<file path="config.mk">
export PLATFORM = sky130hd
export DESIGN_NAME = ppf_commutator_ctrl
export DESIGN_NICKNAME = d
export VERILOG_FILES = /design/src/rtl/ppf_commutator_ctrl.sv
export SDC_FILE = /design/constraint.sdc
export NUM_CORES = 1
export LEC_CHECK = 0
export CAP_MARGIN = 20
export CORE_UTILIZATION = 35
export CTS_BUF_LIST = sky130_fd_sc_hd__clkbuf_2
export CTS_CLUSTER_DIAMETER = 50
export DETAILED_ROUTE_END_ITERATION = 6
export GPL_ROUTABILITY_DRIVEN = 0
export PLACE_DENSITY = 0.69
export RECOVER_POWER = 25
export SLEW_MARGIN = 30
export SYNTH_ARGS = -nofsm -noshare
export SYNTH_HDL_FRONTEND = slang
export SYNTH_SLANG_ARGS = --single-unit
</file>
<file path="constraint.sdc">
create_clock -name ACLK -period 2.2 [get_ports ACLK]
set_input_delay 0.44 -clock ACLK [delete_from_list [all_inputs] [get_ports ACLK]]
set_output_delay 0.44 -clock ACLK [all_outputs]
set_load 0.01 [all_outputs]
</file>
<file path="src/rtl/ppf_commutator_ctrl.sv">
// Input scheduler for an 8-branch direct-form polyphase filter bank.
// Accepts samples on an AXI4-Stream slave and writes them into the branch memories,
// highest branch first. After each complete block it pulses block_start_o, then holds
// off the stream until the filter core reports idle.
module ppf_commutator_ctrl #(
  parameter int unsigned TDATA_WIDTH = 32,
  parameter int unsigned NUM_CH      = 8,
  parameter int unsigned CNT_WIDTH   = 16
) (
  input  logic                   ACLK,
  input  logic                   ARESETn,
  input  logic [TDATA_WIDTH-1:0] S_TDATA,
  input  logic                   S_TVALID,
  input  logic                   S_TLAST,
  output logic                   S_TREADY,
  output logic [TDATA_WIDTH-1:0] branch_data_o,
  output logic [NUM_CH-1:0]      branch_we_o,
  output logic                   block_start_o,
  input  logic                   filt_busy_i,
  output logic [CNT_WIDTH-1:0]   block_cnt_o,
  output logic                   frame_err_o
);

  localparam int unsigned ChW = (NUM_CH > 1) ? $clog2(NUM_CH) : 1;
  localparam logic [ChW-1:0] LastCh = ChW'(NUM_CH - 1);
  localparam logic [NUM_CH-1:0] WeLsb = NUM_CH'(1);

  typedef enum logic [1:0] {StFill, StIssue, StWait} state_e;

  state_e                 state_q, state_d;
  logic [ChW-1:0]         cnt_q, cnt_d;
  logic [TDATA_WIDTH-1:0] data_q, data_d;
  logic [NUM_CH-1:0]      we_q, we_d;
  logic                   start_q, start_d;
  logic [CNT_WIDTH-1:0]   blk_q, blk_d;
  logic                   err_q, err_d;
  // Keeps S_TREADY low while reset is asserted even though the state resets to StFill.
  logic                   run_q;
  logic                   hs;

  // Ready is a pure register decode so it never loops back through S_TVALID.
  assign S_TREADY = run_q & (state_q == StFill);
  assign hs       = S_TVALID & S_TREADY;

  // Next-state and registered-output logic for the fill/issue/wait sequence.
  always_comb begin
    state_d = state_q;
    cnt_d   = cnt_q;
    data_d  = data_q;
    we_d    = '0;
    start_d = 1'b0;
    blk_d   = blk_q;
    err_d   = err_q;
    unique case (state_q)
      StFill: begin
        if (hs) begin
          data_d = S_TDATA;
          // First sample of a block lands in the top branch, last one in branch 0.
          we_d   = WeLsb << (LastCh - cnt_q);
          if (cnt_q == LastCh) begin
            cnt_d   = '0;
            start_d = 1'b1;
            blk_d   = blk_q + CNT_WIDTH'(1);
            state_d = StIssue;
          end else if (S_TLAST) begin
            // Misaligned frame end: drop the partial block and restart at the top branch.
            err_d = 1'b1;
            cnt_d = '0;
          end else begin
            cnt_d = cnt_q + ChW'(1);
          end
        end
      end
      StIssue: begin
        state_d = StWait;
      end
      StWait: begin
        if (!filt_busy_i) begin
          state_d = StFill;
        end
      end
      default: begin
        state_d = StFill;
      end
    endcase
  end

  // State and output registers.
  always_ff @(posedge ACLK or negedge ARESETn) begin
    if (!ARESETn) begin
      state_q <= StFill;
      cnt_q   <= '0;
      data_q  <= '0;
      we_q    <= '0;
      start_q <= 1'b0;
      blk_q   <= '0;
      err_q   <= 1'b0;
      run_q   <= 1'b0;
    end else begin
      state_q <= state_d;
      cnt_q   <= cnt_d;
      data_q  <= data_d;
      we_q    <= we_d;
      start_q <= start_d;
      blk_q   <= blk_d;
      err_q   <= err_d;
      run_q   <= 1'b1;
    end
  end

  assign branch_data_o = data_q;
  assign branch_we_o   = we_q;
  assign block_start_o = start_q;
  assign block_cnt_o   = blk_q;
  assign frame_err_o   = err_q;

endmodule

</file>
# After elaboration in Yosys (flattened, before gate mapping)
# Index checks and enable logic that the tools add are counted.
[op_classes]
add_sub_neg = 3
n_eq_ne = 6
shifts = 1
muxes = 11
bitwise = 3
reduce_logical = 5
[ops]
columns = ["cell", "count"]
rows = [
  ["$add A16 B1 Y16 const B", 1],
  ["$mux W8", 2],
  ["$shl A1 B3 Y8 const A", 1],
  ["$mux W2", 3],
  ["$mux W3", 2],
  ["$pmux W2 S3", 1],
  ["$reduce_and A3 Y1", 2],
  ["$ne A2 B2 Y1 const B", 2],
  ["$reduce_and A4 Y1", 1],
  ["$add A3 B1 Y3 const B", 1],
  ["$eq A3 B3 Y1 const B", 1],
  ["$mux W1", 3],
  ["$sub A3 B3 Y3 const A", 1],
  ["$and A1 B1 Y1", 2],
  ["$eq A2 B1 Y1 const B", 1],
  ["$eq A2 B2 Y1 const B", 1],
  ["$logic_not A2 Y1", 1],
  ["$ne A2 B1 Y1 const B", 1],
  ["$reduce_and A2 Y1", 1],
  ["$not A1 Y1", 1],
]
[totals]
ff_bits = 64
inputBits = 37
out_inout_bits = 59
wordCells = 37

# Depth between registers and ports, before layout
# Gate-level depths: netlist of the first run.
[logic_depth]
ltp_word = 5
ltp_mapped = 6
depth_no_buf = 5

# Worst setup path before layout of the first run
# Ideal clock, no wire load.
[synth_timing]
path_type = "register -> register"
startpoint = "reg cnt_q[0]"
endpoint = "reg blk_q[7] (netlist: block_cnt_o[7])"
arrival_time_ps = 1429
t_required_ps = 2121
setup_slack_ps = 691
stages_incl_launch_ff = 6
n_path_buf = 0
cell_sequence = "dfrtp_1 > ha_1 > nand2_1 > or3_4 > nor3_2 > xor2_1"
[synth_via]
elab_chain_len = 2
[synth_lines]
columns = ["element", "line", "rtl"]
rows = [
  ["from (decl)", "31", "logic [ChW-1:0] cnt_q, cnt_d;"],
  ["from (signal assigned)", "101", "cnt_q <= cnt_d;"],
  ["$eq A3 B3 Y1", "60", "if (cnt_q == LastCh) begin"],
  ["$reduce_and A3 Y1 (no source line)", "--", ""],
  ["to (signal assigned)", "105", "blk_q <= blk_d;"],
  ["to (decl)", "35", "logic [CNT_WIDTH-1:0] blk_q, blk_d;"],
]
# No other way between the ends.
# A chain may end at the register's enable or synchronous reset.

# Worst setup path in the final report of the first run
[layout_timing]
startpoint = "reg blk_q[2] (netlist: block_cnt_o[2])"
endpoint = "out block_cnt_o[2]"
[layout_lines]
columns = ["element", "line", "rtl"]
rows = [
  ["to (decl)", "20", "output logic [CNT_WIDTH-1:0] block_cnt_o,"],
]
# No word-level cell between the ends.

==> results of run 1 <==
[where the power goes]
part,leakage (nW),internal (mW),switching [mW]
sequential,0.814,1.26,0.0696
clock,0.0810,0.378,0.393
combinational,0.922,0.285,0.220
total,1.82,1.93,0.682
[cell usage after synthesis]
master,count
a31o_2,1
and2_1,1
and3_1,8
and4_1,1
buf_2,4
buf_4,3
clkbuf_1,3
conb_1,1
dfrtp_1,63
ha_1,7
inv_1,6
mux2_2,1
nand2_1,105
nand3_1,8
nand4_1,4
nand4bb_4,1
nor2_1,6
nor3_1,1
nor3_2,1
nor3b_1,1
nor4_1,1
nor4_4,2
o21ai_0,4
or3_4,1
or4_1,1
xnor2_1,11
xor2_1,4
[layer usage]
| layer | up-vias | GRT usage [%] | routed length [µm] |
|---|---|---|---|
| met5 | - | 0 | 0 |
| met4 | 0 | 7.15 | 103 |
| met3 | 10 | 5.09 | 370 |
| met2 | 65 | 24.9 | 2640 |
| met1 | 968 | 19.3 | 2380 |
| li1 | 998 | - | - |
[flip-flops by register name (all words and copies together) (netlist names)]
register	cells
branch_data_o	32
branch_we_o	8
block_cnt_o	16
run_q	1
state_q	2
cnt_q	3
frame_err_o	1
[cells by family (layout without fill, tap and decap cells)]
| group | Yosys count | after routing | synth area share (%) |
|---|---|---|---|
| other cells | 1 | 1 | 0.145 |
| mux | 1 | 1 | 0.436 |
| simple gates | 142 | 142 | 25.8 |
| buf+inv | 16 | 122 | 2.96 |
| compound gates | 5 | 5 | 1.12 |
| flops | 63 | 63 | 61.1 |
| fa+ha+maj | 7 | 7 | 3.39 |
| xor+xnor | 15 | 15 | 5.09 |
[path summary, 6_finish.rpt]
kind | start | end | depth (start not counted)
worst max-delay path | block_cnt_o[2] | block_cnt_o[2] | 1
worst min register to register | block_cnt_o[15] | block_cnt_o[15] | 1
max in group asynchronous | ARESETn | branch_data_o[14] | 3
min in group asynchronous | ARESETn | branch_we_o[3] | 2
worst min-delay path | S_TDATA[0] | branch_data_o[0] | 3
worst max register to register | cnt_q[0] | block_cnt_o[5] | 5
[per-stage QoR]
step / area [µm²] / hold WS (ns)
after floorplan: 2580 / 0.144
after global placement: 3650 / 0.438
after detailed placement: 3650 / 0.443
after CTS: 3790 / 0.436
after global routing: 3790 / 0.427
final: 3790 / 0.476
[layout make-up]
type                       count  area (µm²)
clock inverter                 5        72.6
multi-input combinational    171         932
clock buffer                  11        55.1
tap                           96         120
sequential                    63        1580
timing repair buffer         100        1010
inverter                       6        22.5
fill                         624        3160
[timing repair]
action,CTS,global route
setup buffers,0,0
gates resized for setup,2,0
endpoints found under the setup margin,1,0
hold buffers,1,0
hold endpoints to repair,22,0
==> run_results.csv, run 1 <==
group,metric,value,unit
drt,drtAntennaViolNets,0,
sta,post-route-period-util,89.6,%
clocking,cts.sinks,63,
setup_path,critPathMaxFanout,6,
cells_and_area,mostFrequentLayoutCell,"nand2_1",
flow_run,cap_violations,0,
setup_path,path_buf_inv,1,
cells_and_area,final_cell_mix,"105 x nand2_1, 93 x clkdlybuf4s50_1, 63 x dfrtp_1, 11 x xnor2_1, 11 x clkbuf_2",
cells_and_area,finalNonFillerCells,452,
logic_synthesis,synth_area_leaders,"dfrtp_1 61%, nand2_1 15%, xnor2_1 3.7%",
sta,finClkSkew,0.0208,ns
clocking,cts.clk_slew.worst_paths,0.18,ns
grt,grt_pass1_vias,2024,
setup_path,critPathTopFamily,"buffers and inverters",
sta,hold_violations,0,
logic_synthesis,synth_cells,250,
sta,fmax,507,MHz
cells_and_area,layout-area-overhead-vs-synth,46.8,%
cells_and_area,drive_gt1_share,7.30,%
floorplanning,die_h,87.9,µm
clocking,clockBufferDepth,2,
clocking,root_buffer,"clkbuf_2",
floorplanning,core,0.00694,mm²
logic_synthesis,synth_nets,294,
floorplanning,die_area,0.00772,mm²
logic_synthesis,yosysTopAreaCell,"dfrtp_1",
sta,tightest_slew,1.27,ns
logic_synthesis,ys_warn_count,0,
sta,slew_headroom,15.4,%
setup_path,worstPathRequired,1.76,ns
floorplanning,initial_core_util,37.2,%
setup_path,slowest_stage,"clkdlybuf4s50_1",
sta,final.setup.tns,0,ns
drt,viasPerCell,4.52,
grt,grt_max_degree,44,
setup_path,path_cells,"clkdlybuf4s50_1",
power,p_total,2.61,mW
drt,postRouteWirelength,5500,µm
cells_and_area,nets,395,
setup_path,crit_path_end_kind,"primary output",
floorplanning,io_pins,96,
logic_synthesis,ys_ff_latch,63,
power,leakage,1.82,nW
run_status,status,"completed",
placed_design,portBuffers,95,
logic_synthesis,syn_area_per_cell,10.3,µm²
grt,grt_overflow,0,
setup_path,rrSetupSlack,0.51,ns
power,vdd_drop_max,0.000327,V
placed_design,dpl.cell_count,435,
placed_design,place_ws,0.176,ns
sta,rsz0062_at_grt,"false",
placed_design,dpl.hpwl,3950,µm
clocking,cts_tree,"built",
clocking,cts.htree.levels,3,
clocking,cts_buffers,9,
cells_and_area,post-route-util,54.5,%
sta,period_minus_slack,1.97,ns
floorplanning,fp-row-count,30,
logic_synthesis,synth.distinct_cells,27,
sta,layout_setup_ws,0.229,ns
sta,finalMaxSlewViolations,0,
drt,drtIter0Drc,54,
clocking,clock_latency,0.46,ns
setup_path,cp-start-kind,"flip-flop",
setup_path,cpPeakStageDelay,0.58,ns
setup_path,path_class,"reg -> out",
drt,drc_errors,0,
min_path,min_path_type,"in -> reg",
cells_and_area,n_antenna_cell,0,
grt,grt_pass1_wl,9110,µm
sta,setup_violations,0,
setup_path,arrival,1.53,ns
drt,vias,2041,
logic_synthesis,seq_area_frac_synth,61.1,%
power,p_per_area,689,mW/mm²
logic_synthesis,synth_top_cell_area_share,61.1,%
grt,grtUsageTotal,15.6,%
drt,drt_first_pass_iters,4,
drt,routedWlPerCell,12.2,µm
floorplanning,die_w,87.9,µm
grt,antenna_found_initial,0,
logic_synthesis,syn-cell-area,0.00258,mm²
(Power assumes the default switching activity.)
==> run 2: changes to the inputs <==
--- a/config.mk
+++ b/config.mk
@@ -5,13 +5,14 @@
 export SDC_FILE = /design/constraint.sdc
 export NUM_CORES = 1
 export LEC_CHECK = 0
+export ABC_AREA = 1
 export CAP_MARGIN = 20
 export CORE_UTILIZATION = 35
 export CTS_BUF_LIST = sky130_fd_sc_hd__clkbuf_2
 export CTS_CLUSTER_DIAMETER = 50
 export DETAILED_ROUTE_END_ITERATION = 6
 export GPL_ROUTABILITY_DRIVEN = 0
-export PLACE_DENSITY = 0.69
+export PLACE_DENSITY = 0.68
 export RECOVER_POWER = 25
 export SLEW_MARGIN = 30
 export SYNTH_ARGS = -nofsm -noshare
==> run_results.csv, run 2 <==
group,metric,value,unit
run_status,status,"completed",
setup_path,cpPeakStageDelay,0.58,ns
sta,rsz0062_at_grt,"false",
min_path,min_path_type,"in -> reg",
clocking,clockBufferDepth,2,
placed_design,portBuffers,95,
placed_design,dpl.hpwl,4390,µm
cells_and_area,fillers,708,
setup_path,critPathMaxFanout,5,
logic_synthesis,synth_area_leaders,"dfrtp_1 57%, nand2_1 20%, inv_1 3.4%",
clocking,cts.htree.levels,3,
cells_and_area,layout-area-overhead-vs-synth,42.6,%
cells_and_area,mostFrequentLayoutCell,"nand2_1",
grt,grtUsageTotal,16.1,%
clocking,clock_latency,0.45,ns
grt,grt_pass1_vias,2314,
drt,vias,2348,
setup_path,cp-start-kind,"flip-flop",
cells_and_area,multi_input_area,0.00101,mm²
drt,viasPerCell,4.47,
grt,antenna_found_initial,0,
cells_and_area,finalNonFillerCells,525,
clocking,cts_buffers,9,
power,p_per_area,844,mW/mm²
grt,grt_overflow,0,
min_path,worstHoldStart,"S_TDATA[3]",
clocking,cts.clk_slew.worst_paths,0.16,ns
logic_synthesis,ys_warn_count,0,
setup_path,path_cells,"clkdlybuf4s50_1",
sta,post-route-period-util,89.3,%
setup_path,critPathTopFamily,"buffers and inverters",
cells_and_area,design_area,0.00392,mm²
cells_and_area,largest_reg_flops,32,
logic_synthesis,yosysTopAreaCell,"dfrtp_1",
logic_synthesis,synth.top_cells.by_count,"148 x nand2_1, 63 x dfrtp_1, 25 x inv_1",
cells_and_area,nets,465,
logic_synthesis,ys_ff_latch,63,
sta,tightest_slew,1.37,ns
logic_synthesis,synthMostInstantiatedCell,"nand2_1",
setup_path,arrival,1.52,ns
power,leakage,1.89,nW
sta,hold_violations,0,
drt,postRouteWirelength,6120,µm
floorplanning,die_h,90.6,µm
flow_run,cap_violations,0,
setup_path,rrSetupSlack,0.61,ns
grt,grt_max_degree,64,
cells_and_area,drive_gt1_share,5.63,%
logic_synthesis,synth_top_cell_area_share,57.4,%
floorplanning,core,0.00741,mm²
sta,finalMaxSlewViolations,0,
grt,grt_pass1_wl,10600,µm
setup_path,crit_path_end_kind,"primary output",
floorplanning,fp-row-count,31,
floorplanning,io_pins,96,
sta,period_minus_slack,1.96,ns
clocking,root_buffer,"clkbuf_2",
min_path,holdPathStages,3,
sta,slew_headroom,8.48,%
logic_synthesis,synth_edf_count,0,
power,p_total,3.30,mW
min_path,hold_path_end,"branch_data_o[3]",
drt,drtAntennaViolNets,0,
setup_path,reg2reg_depth,5,
sta,fmax,509,MHz
drt,drc_errors,0,
logic_synthesis,synth_nets,364,
sta,setup_violations,0,
cells_and_area,n_antenna_cell,0,
setup_path,slowest_stage,"clkdlybuf4s50_1",
setup_path,path_buf_inv,1,
clocking,cts_setup_buffers,0,
floorplanning,die_area,0.00820,mm²
logic_synthesis,synth.distinct_cells,23,
power,vdd_drop_max,0.000385,V
logic_synthesis,async_flop_share,100,%
drt,routedWlPerCell,11.6,µm
logic_synthesis,syn_area_per_cell,8.58,µm²
clocking,cts.sinks,63,
logic_synthesis,synth_cells,320,
setup_path,worstPathRequired,1.76,ns
setup_path,path_class,"reg -> out",
logic_synthesis,seq_area_frac_synth,57.4,%
floorplanning,initial_core_util,37.1,%
drt,drtIter0Drc,103,
cells_and_area,final_cell_mix,"148 x nand2_1, 93 x clkdlybuf4s50_1, 63 x dfrtp_1, 25 x inv_1, 22 x nor2_1",
sta,final.setup.tns,0,ns
setup_path,r2r_start,"cnt_q[0]",
logic_synthesis,synth_flop_cell,"dfrtp_1",
setup_path,reg2reg_to,"block_cnt_o[3]",
floorplanning,die_w,90.6,µm
sta,finClkSkew,0.0161,ns
clocking,cts_tree,"built",
placed_design,dpl.cell_count,508,
placed_design,placed_cell_area,0.00379,mm²
cells_and_area,seqCellArea,0.00158,mm²
drt,drt_first_pass_iters,4,
cells_and_area,post-route-util,52.8,%
logic_synthesis,syn-cell-area,0.00275,mm²
==> run 2: cell count changes in the layout (fill, tap and decap cells not counted), sizes merged, moves of 3 or more <==
cell    previous run  this run
nand2            105       148
inv                6        26
nor2               6        24
and3               8         0
xnor2             11         3
nor3               2         8
nand3              8        12
nand3b             0         3
nor4               3         0
==> run 2: layout make-up <==
cell class	count	share of cell area (%)
Sequential cell	63	40.3
Multi-Input combinational cell	221	25.7
Timing Repair Buffer	100	25.1
Tap cell	99	3.16
Inverter	26	2.49
Clock inverter	5	1.85
Clock buffer	11	1.41
==> run 2: how the worst max path moves through the flow <==
stage,from,end,slack [ns],cells after the start
5_1_grt,state_q[1],S_TREADY,0.11,4
6_report,block_cnt_o[7],block_cnt_o[7],0.24,1
3_5_place_dp,S_TVALID,block_cnt_o[3],0.29,5
2_1_floorplan,block_cnt_o[0],block_cnt_o[14],0.90,8
4_1_cts,block_cnt_o[7],block_cnt_o[7],0.18,1
3_3_place_gp,S_TVALID,block_cnt_o[3],0.35,5
==> run 2: worst reg2reg max path: stages (launching register included) <==
cell     delay [ns]
dfrtp_1        0.44
ha_1           0.23
nand2_1        0.12
nor2_4         0.40
nand2_1        0.14
xor2_1         0.17
==> run 2: per-layer routing <==
metal	up-vias	routed length (µm)	track usage (%)
met3	9	330	4.63
met2	61	2880	25.3
li1	1184	-	-
met5	-	0	0
met4	0	87	8.33
met1	1094	2820	20.1
==> run 2: kinds of logic after synthesis <==
group / Yosys count / synth area share, %
compound gates: 8 / 1.64
xor+xnor: 5 / 1.60
fa+ha+maj: 7 / 3.19
buf+inv: 36 / 5.88
flops: 63 / 57.4
other cells: 1 / 0.137
simple gates: 200 / 30.1
==> run 2: what timing repair did <==
action | 4_1_cts | 5_1_grt
hold endpoints to repair | 63 | 0
resized for setup | 1 | 0
hold buffers | 1 | 0
endpoints found under the setup margin | 1 | 0
==> run 2: stage by stage <==
step	setup slack, ns	hold slack (ns)
CTS	0.176	0.423
global route	0.112	0.437
global placement	0.350	0.463
detailed placement	0.289	0.464
floorplan	0.897	0.144
finish	0.235	0.494
==> run 2: power breakdown <==
part	leakage (nW)	internal [mW]	total [mW]	switching, mW
sequential	0.812	1.38	1.53	0.149
combinational	0.995	0.533	1.01	0.479
clock	0.0810	0.378	0.764	0.386
